--- config.mk ---
export PLATFORM = sky130hd
export DESIGN_NAME = feistel_encrypt_flat
export DESIGN_NICKNAME = d
export VERILOG_FILES = /design/src/rtl/feistel_encrypt_if.sv /design/src/rtl/feistel_encrypt.sv /design/src/flat_wrapper.sv
export SDC_FILE = /design/constraint.sdc
export NUM_CORES = 1
export LEC_CHECK = 0
export ABC_CLOCK_PERIOD_IN_PS = 5050
export CORE_MARGIN = 1
export CORE_UTILIZATION = 56
export DETAILED_ROUTE_END_ITERATION = 10
export GPL_TIMING_DRIVEN = 0
export PLACE_DENSITY = 0.82
export SLEW_MARGIN = 20
export SYNTH_ARGS = -nofsm -noshare
export SYNTH_HDL_FRONTEND = slang
export SYNTH_SLANG_ARGS = --single-unit
--- constraint.sdc ---
create_clock -name clock -period 5.05 [get_ports clock]
set_input_delay 0.505 -clock clock [delete_from_list [all_inputs] [get_ports clock]]
set_output_delay 0.505 -clock clock [all_outputs]
set_load 0.05 [all_outputs]
--- src/rtl/feistel_encrypt_if.sv ---
// Request/response bundle for the Feistel cipher block.
// master: requester side, slave: cipher side.
interface feistel_encrypt_if #(
    parameter int unsigned W = 8
);
    logic         in_valid;
    logic         in_ready;
    logic [W-1:0] number;
    logic [W-1:0] key;
    logic         mode;
    logic         out_valid;
    logic         out_ready;
    logic [W-1:0] enc_number;
    logic         busy;

    modport master (
        output in_valid, number, key, mode, out_ready,
        input  in_ready, out_valid, enc_number, busy
    );

    modport slave (
        input  in_valid, number, key, mode, out_ready,
        output in_ready, out_valid, enc_number, busy
    );
endinterface

--- src/rtl/feistel_encrypt.sv ---
// Iterative Feistel cipher: one round per clock, encrypt or decrypt.
// Decrypt reuses the same round datapath with the round keys applied in
// reverse order; the final {R,L} output swap makes the two directions inverse.
module feistel_encrypt #(
    parameter int unsigned W      = 8,
    parameter int unsigned ROUNDS = 4
) (
    input  logic              clock,
    input  logic              reset,
    feistel_encrypt_if.slave  bus
);
    localparam int unsigned H  = W / 2;
    localparam int unsigned CW = (ROUNDS > 1) ? $clog2(ROUNDS) : 1;

    typedef enum logic [1:0] {
        IDLE,
        RUN,
        DONE
    } state_t;

    state_t          r_state;
    logic [H-1:0]    r_l;
    logic [H-1:0]    r_r;
    logic [CW-1:0]   r_cnt;
    logic [W-1:0]    r_key;
    logic            r_mode;
    logic [W-1:0]    r_enc;
    logic            r_out_valid;
    logic            r_busy;

    int unsigned     w_idx;
    logic [W-1:0]    w_key_r;
    logic [H-1:0]    w_f;
    logic [H-1:0]    w_new_r;
    logic            w_last;

    // Rotate a W-bit word left by s (s < W).
    function automatic logic [W-1:0] rotl(input logic [W-1:0] v, input int unsigned s);
        logic [2*W-1:0] t;
        t = {v, v} << s;
        return t[2*W-1:W];
    endfunction

    // Round function: expand R, mix with the round key, fold the halves.
    function automatic logic [H-1:0] round_f(input logic [H-1:0] r, input logic [W-1:0] k);
        logic [W-1:0] e;
        logic [W-1:0] x;
        e = {r[H-2:0], r[H-1], r};
        x = e ^ k;
        return x[W-1:H] + x[H-1:0] + {{(H-1){1'b0}}, k[0]};
    endfunction

    // Round key selection and one round of the datapath.
    always_comb begin
        w_idx   = r_mode ? (ROUNDS - 1 - 32'(r_cnt)) : 32'(r_cnt);
        w_key_r = rotl(r_key, w_idx % W);
        w_f     = round_f(r_r, w_key_r);
        w_new_r = r_l ^ w_f;
        w_last  = (32'(r_cnt) == ROUNDS - 1);
    end

    // Control FSM with registered outputs and round state.
    always_ff @(posedge clock or posedge reset) begin
        if (reset) begin
            r_state     <= IDLE;
            r_l         <= '0;
            r_r         <= '0;
            r_cnt       <= '0;
            r_key       <= '0;
            r_mode      <= 1'b0;
            r_enc       <= '0;
            r_out_valid <= 1'b0;
            r_busy      <= 1'b0;
        end else begin
            case (r_state)
                IDLE: begin
                    if (bus.in_valid) begin
                        r_l     <= bus.number[W-1:H];
                        r_r     <= bus.number[H-1:0];
                        r_key   <= bus.key;
                        r_mode  <= bus.mode;
                        r_cnt   <= '0;
                        r_busy  <= 1'b1;
                        r_state <= RUN;
                    end
                end
                RUN: begin
                    r_l   <= r_r;
                    r_r   <= w_new_r;
                    r_cnt <= r_cnt + 1'b1;
                    if (w_last) begin
                        r_enc       <= {w_new_r, r_r};
                        r_out_valid <= 1'b1;
                        r_state     <= DONE;
                    end
                end
                DONE: begin
                    if (bus.out_ready) begin
                        r_out_valid <= 1'b0;
                        r_busy      <= 1'b0;
                        r_state     <= IDLE;
                    end
                end
                default: r_state <= IDLE;
            endcase
        end
    end

    // in_ready is combinational so it is low during reset and high right after.
    assign bus.in_ready   = (r_state == IDLE) && !reset;
    assign bus.out_valid  = r_out_valid;
    assign bus.enc_number = r_enc;
    assign bus.busy       = r_busy;
endmodule
--- src/flat_wrapper.sv ---
// flat-port wrapper written by rule: the top's interface ports become plain ports
module feistel_encrypt_flat 
#(
    parameter int unsigned W      = 8,
    parameter int unsigned ROUNDS = 4
)
  (clock, reset, bus_in_valid, bus_number, bus_key, bus_mode, bus_out_ready, bus_in_ready, bus_out_valid, bus_enc_number, bus_busy);
  feistel_encrypt_if #(.W(W)) bus_i ();
  input  logic clock;
  input  logic reset;
  input wire logic [$bits(bus_i.in_valid)-1:0] bus_in_valid;
  input wire logic [$bits(bus_i.number)-1:0] bus_number;
  input wire logic [$bits(bus_i.key)-1:0] bus_key;
  input wire logic [$bits(bus_i.mode)-1:0] bus_mode;
  input wire logic [$bits(bus_i.out_ready)-1:0] bus_out_ready;
  output wire logic [$bits(bus_i.in_ready)-1:0] bus_in_ready;
  output wire logic [$bits(bus_i.out_valid)-1:0] bus_out_valid;
  output wire logic [$bits(bus_i.enc_number)-1:0] bus_enc_number;
  output wire logic [$bits(bus_i.busy)-1:0] bus_busy;
  assign bus_i.in_valid = bus_in_valid;
  assign bus_i.number = bus_number;
  assign bus_i.key = bus_key;
  assign bus_i.mode = bus_mode;
  assign bus_i.out_ready = bus_out_ready;
  assign bus_in_ready = bus_i.in_ready;
  assign bus_out_valid = bus_i.out_valid;
  assign bus_enc_number = bus_i.enc_number;
  assign bus_busy = bus_i.busy;
  feistel_encrypt #(.W(W), .ROUNDS(ROUNDS)) u_core (.clock(clock), .reset(reset), .bus(bus_i));
endmodule
==> results of run 1 <==
Yosys cell counts (all sizes together):
cell / n / area (µm²)
nand2b: 1 / 6.26
a31oi: 5 / 31.3
and3: 1 / 6.26
nand2: 53 / 199
nor2: 12 / 45.0
o21ai: 9 / 48.8
fa: 1 / 20.0
a221oi: 1 / 15.0
a21oi: 5 / 25.0
and2: 1 / 6.26
clkbuf: 7 / 26.3
a221o: 1 / 10.0
xor2: 9 / 78.8
xnor2: 11 / 130
mux2: 5 / 56.3
nor3: 1 / 5.00
mux4: 7 / 176
ha: 3 / 37.5
dfrtp: 31 / 776
o22ai: 1 / 6.26
nand3: 3 / 15.0
inv: 2 / 7.51
sequential cells by signal (all words and copies together) (netlist names):
name	cells
u_core.bus.busy	1
u_core.bus.enc_number	8
u_core.bus.out_valid	1
u_core.r_cnt	2
u_core.r_key	8
u_core.r_l	4
u_core.r_mode	1
u_core.r_r	4
u_core.r_state	2
critical path: stages (launching register included):
cell and delay, ns:
dfrtp_1 0.44, xnor2_1 0.54, mux4_1 0.64, xor2_1 0.16, ha_1 0.37, nand2_1 0.08, nor2_1 0.05, a221oi_2 0.26
o21ai_2 0.09, xnor2_1 0.21, a21oi_1 0.10
final cells by class:
cell class	count	area [µm²]	share of cell area (%)
plain buffers	7	26.3	1.22
multi-input cells	130	918	42.8
clock buffers	8	68.8	3.21
inverters	2	7.51	0.350
flip-flops and latches	31	776	36.2
well taps	31	38.8	1.81
repair buffers	31	310	14.5
per-layer routing:
metal | routed length (µm) | share of wire [%]
met5 | 0 | 0
met4 | 78 | 2.3
met3 | 185 | 5.6
met2 | 1630 | 49
met1 | 1430 | 43
per-stage QoR:
step | utilization, % | setup WS (ns) | hold WS, ns | area [µm²] | instances
floorplan | - | 2.27 | 0.508 | 1730 | 170
global placement | 73.4 | 2.07 | 0.464 | 2080 | 232
global route | 75.9 | 1.80 | 0.523 | 2150 | 240
CTS | 75.9 | 1.98 | 0.495 | 2150 | 240
finish | 75.9 | 1.98 | 0.491 | 2150 | 240
detailed placement | 73.4 | 2.00 | 0.474 | 2080 | 232
layout by cell type, fill, tap and decap left out, types with 5 or more instances in the layout:
cell and count:
nand2_1 53, clkdlybuf4s50_1 31, dfrtp_1 31, nor2_1 12
xor2_1 9, xnor2_1 8, clkbuf_1 8, o21ai_0 6
mux4_1 5, a31oi_1 5, a21oi_1 5, mux2_2 5
clkbuf_4 5
path summary, 6_finish.rpt:
kind	cells past startpoint	to	slack, ns
min in group asynchronous	2	u_core.r_l[3]$_DFFE_PP0P_	0.59
worst min register to register	2	u_core.bus.enc_number[7]$_DFFE_PP0P_	0.49
worst min-delay path	2	u_core.bus.enc_number[7]$_DFFE_PP0P_	0.49
max in group asynchronous	2	u_core.r_key[5]$_DFFE_PP0P_	4.04
worst max-delay path	10	u_core.r_r[3]$_DFFE_PP0P_	1.98
worst max register to register	10	u_core.r_r[3]$_DFFE_PP0P_	1.98
cells by family after synthesis:
logic type | after synthesis
flops | 31
xor+xnor | 20
simple gates | 72
mux | 12
fa+ha+maj | 4
compound gates | 22
buf+inv | 9
==> summary.txt, run 1 <==
Logic synthesis
  – Seq/Total Area, Yosys: 44.9%
  – Mux cell area share after synthesis: 13.5%
  – Mapped Area: 1730 µm²
  – Syn Inst Count: between 150 and 200
  – Syn nets: 195
  – Synth Area in Simple Gates: 16.4%
  – Xor/xnor share of the synthesized area: around 12%
  – Flops & latches, synth: 31
  – Main combinational cell family by area after synthesis: simple AND/OR/NAND/NOR gates
  – Library cells used by synthesis: 27
  – Mean post-synth cell area: 10.2 µm²
  – Post-Synth Adder-Cell Area: 3.33%
  – Number of synthesis warnings: 0
  – Synth Area in Compound Gates: 7.89%

Floorplan
  – Cell row count: 19
  – Core area: 2830 µm²
  – Die footprint: 3310 µm²
  – Boundary Pins: 32
  – Die Wd: 57.5 µm
  – Die Height: 57.5 µm
  – Initial Util: 61.1%

Worst hold path
  – Hold path start: u_core.bus.enc_number[7]$_DFFE_PP0P_
  – Tightest Hold Check Type: reg2reg

STA
  – Fin Clk Skew: 0.0145 ns
  – Tcrit/Tclk final: 60.8%
  – Fmax: 326 MHz
  – Final min period: 3.07 ns
  – RSZ-0062 raised after global routing: no
  – Slew HR: 58.2%
  – Tightest Pin Transition: 0.626 ns
  – Final setup vio count: 0
  – Hold Fails Final Rpt: 0
  – Sum Neg Setup Slack: 0 ns
  – Slew Limit Fails: 0

Global routing
  – Gr busiest metal: met2
  – Largest net degree at the start of global routing: 32
  – Vias in the first global route: 1347
  – Gr usage total: 23.2%
  – Initial antenna violation count: 0
  – Gr ovfl total: 0
  – Met1 Use GR: slightly below 30%
  – Met3 Use GR: 5.90%
  – Global-route wire length before repair: 5740 µm
  – Routing usage on met2: 36.2%

Final layout
  – Filler cell count in the final layout: 209
  – Area Growth Syn to Fin: 24.2%
  – ANT cells: 0
  – Fraction of layout instances using a drive strength above 1: 9.57%
  – Final net count: approximately 230

CTS
  – Clk pin slew, worst setup/hold paths: 0.09 ns
  – Cts bufs inserted: 5
  – Worst-Skew Late Latency: 0.34 ns
  – Post-cts sizing count: 0
  – Root cell of the clock tree: clkbuf_4
  – Postcts setup bufs: 0
  – TritonCTS clock tree: done
  – H-tree levels: 2
  – Clock Sinks: 31
  – Clock Path Buffers: 2
  – # hold bufs at CTS: 0

Critical path
  – CP max FO: 7
  – Setup crit end kind: flip-flop
  – Crit. Startpoint: u_core.r_mode$_DFFE_PP0P_
  – Worst setup SP type: flip-flop
  – Req. time, crit path: 5.26 ns
  – R2r startpoint: u_core.r_mode$_DFFE_PP0P_
  – WS Path Type: reg2reg
  – Worst EP arrival: 3.27 ns

Detailed routing
  – Final wirelength: 3330 µm
  – Initial DRC count: between 50 and 60
  – Wire per inst: about 14 µm
  – Pre-Repair DR Iteration Count: 9
  – Vias/cell: 5.65
  – Antenna Nets Post-Route: 0
  – Drc violations: 4
  – Vias: 1357

Place
  – IO Port Bufs: 31
  – Final HPWL DP: 2460 µm
  – GPL Wtd Cong: 0.809

Run status
  – Failing checks: DRC
  – Outcome: complete, but fails checks

Run
  – Max-cap violations: 0
Power of run 1 is not shown: default switching activity piles up to over one toggle a cycle in this logic, so the estimate is an artifact.
==> run 2: changes to the inputs <==
--- a/config.mk
+++ b/config.mk
@@ -5,12 +5,12 @@
 export SDC_FILE = /design/constraint.sdc
 export NUM_CORES = 1
 export LEC_CHECK = 0
-export ABC_CLOCK_PERIOD_IN_PS = 5050
+export ABC_CLOCK_PERIOD_IN_PS = 2800
 export CORE_MARGIN = 1
-export CORE_UTILIZATION = 56
+export CORE_UTILIZATION = 47
 export DETAILED_ROUTE_END_ITERATION = 10
 export GPL_TIMING_DRIVEN = 0
-export PLACE_DENSITY = 0.82
+export PLACE_DENSITY = 0.73
 export SLEW_MARGIN = 20
 export SYNTH_ARGS = -nofsm -noshare
 export SYNTH_HDL_FRONTEND = slang
==> constraint.sdc (replaced) <==
create_clock -name clock -period 2.8 [get_ports clock]
set_input_delay 0.28 -clock clock [delete_from_list [all_inputs] [get_ports clock]]
set_output_delay 0.28 -clock clock [all_outputs]
set_load 0.05 [all_outputs]
==> summary.txt, run 2 (same netlist as run 1, synthesis figures left out) <==
Run status
  – Outcome: complete, but fails checks
  – Failing checks: setup timing

Final layout
  – Filler cell count in the final layout: 258
  – Final net count: 247
  – Area Growth Syn to Fin: 38.3%
  – Commonest non-fill, non-tap cells in the layout: nand2_1, clkdlybuf4s50_1, dfrtp_1
  – Commonest non-fill, non-tap cell in the layout: nand2_1
  – Fraction of layout instances using a drive strength above 1: between 20 and 25%
  – ANT cells: 0

Floorplan
  – Core area: 3420 µm²
  – Die footprint: 3920 µm²
  – Die Height: about 63 µm
  – Cell row count: 21
  – Initial Util: 50.6%
  – Die Wd: roughly 63 µm
  – Boundary Pins: 32

CTS
  – Worst-Skew Late Latency: 0.34 ns
  – H-tree levels: 2
  – TritonCTS clock tree: done
  – Clk pin slew, worst setup/hold paths: 0.11 ns
  – Root cell of the clock tree: clkbuf_4
  – Cts bufs inserted: 5
  – Clock Sinks: 31
  – # hold bufs at CTS: 0
  – Clock Path Buffers: 2

STA
  – RSZ-0062 raised after global routing: yes
  – Hold Fails Final Rpt: 0
  – Fmax: between 300 and 400 MHz
  – Tightest Pin Transition: 0.616 ns
  – Slew Limit Fails: 0
  – Final setup vio count: 3
  – Slew HR: between 50% and 60%
  – Sum Neg Setup Slack: -0.234 ns
  – Fin Clk Skew: between 0.01 and 0.015 ns
  – Final setup margin: -0.0928 ns
  – Worst hold slack: 0.360 ns
  – Final min period: 2.89 ns
  – Tcrit/Tclk final: 103%

Detailed routing
  – Vias/cell: 5.19
  – Final wirelength: just under 4000 µm
  – Drc violations: 0
  – Wire per inst: 14.3 µm
  – Vias: approximately 1400
  – Initial DRC count: 85
  – Antenna Nets Post-Route: 0
  – Pre-Repair DR Iteration Count: 4

Critical path
  – R2r startpoint: u_core.r_mode$_DFFE_PP0P_
  – Crit. Startpoint: u_core.r_mode$_DFFE_PP0P_
  – CP max FO: 5
  – Setup crit end kind: flip-flop
  – Worst EP arrival: 3.13 ns
  – WS Path Type: reg2reg
  – Req. time, crit path: 3.03 ns
  – Worst setup SP type: flip-flop

Place
  – Dpl ws: -0.369 ns
  – GPL Wtd Cong: between 0.7 and 0.8
  – Final HPWL DP: 2630 µm
  – IO Port Bufs: 31

Global routing
  – Gr usage total: roughly 22%
  – Initial antenna violation count: 0
  – Gr ovfl total: 0
  – Largest net degree at the start of global routing: 32
  – Global-route wire length before repair: ~6600 µm
  – Vias in the first global route: 1473

Worst hold path
  – Tightest Hold Check Type: in2async

Run
  – Max-cap violations: 0
==> run 2: cell count changes in the layout (fill, tap and decap cells not counted), sizes merged <==
cell	delta
buf	+14
clkbuf	-2
bufinv	+1
clkinv	+1
==> run 2: layout make-up <==
cell class	instances	area, µm²	share of cell area (%)
clock buffer	6	51.3	2.15
timing repair buffer	45	432	18.1
clock inverter	2	35.0	1.47
buffer	7	26.3	1.10
multi-input combinational	130	1000	41.9
tap	46	57.6	2.41
sequential	31	778	32.6
inverter	2	7.51	0.314
==> run 2: critical path, cell delays in order (launching register included) <==
cell     delay [ns]
dfrtp_2        0.48
xnor2_4        0.24
buf_4          0.16
mux4_2         0.54
xnor2_4        0.16
a21oi_1        0.22
fa_2           0.50
xnor2_2        0.16
nor2_1         0.06
a221o_1        0.26
==> run 2: final timing paths <==
path | to | slack [ns] | cells past startpoint
min reg2reg | u_core.bus.enc_number[5]$_DFFE_PP0P_ | 0.51 | 2
max in group asynchronous | u_core.r_mode$_DFFE_PP0P_ | 2.00 | 2
max | u_core.r_r[1]$_DFFE_PP0P_ | -0.09 | 9
min in group clock | u_core.r_mode$_DFFE_PP0P_ | 0.46 | 3
min | u_core.bus.enc_number[3]$_DFFE_PP0P_ | 0.36 | 2
max reg2reg | u_core.r_r[1]$_DFFE_PP0P_ | -0.09 | 9
==> run 2: repair_timing <==
action | in CTS | in global routing
setup endpoints to repair | 6 | 5
cloned | 0 | 0
pin swaps | 2 | 8
resized for setup | 14 | 3
setup buffers | 8 | 6
==> run 2: through the flow <==
stage | cell area [µm²] | utilization (%) | cells
5_1_grt | 2390 | 70.0 | 269
4_1_cts | 2340 | 68.5 | 263
6_report | 2390 | 70.0 | 269
3_5_place_dp | 2100 | 61.4 | 247
3_3_place_gp | 2100 | 61.4 | 247
2_1_floorplan | 1730 | - | 170
==> run 2: layer usage <==
| metal | up-vias | share of wire (%) | GRT usage, % |
|---|---|---|---|
| li1 | 675 | - | - |
| met1 | 671 | 40 | 24.9 |
| met2 | 38 | 53 | 38.3 |
| met3 | 12 | 4.2 | 5.29 |
| met4 | 0 | 3.1 | 11.3 |
| met5 | - | 0 | 0 |
Power of run 2 is left out for the same reason.
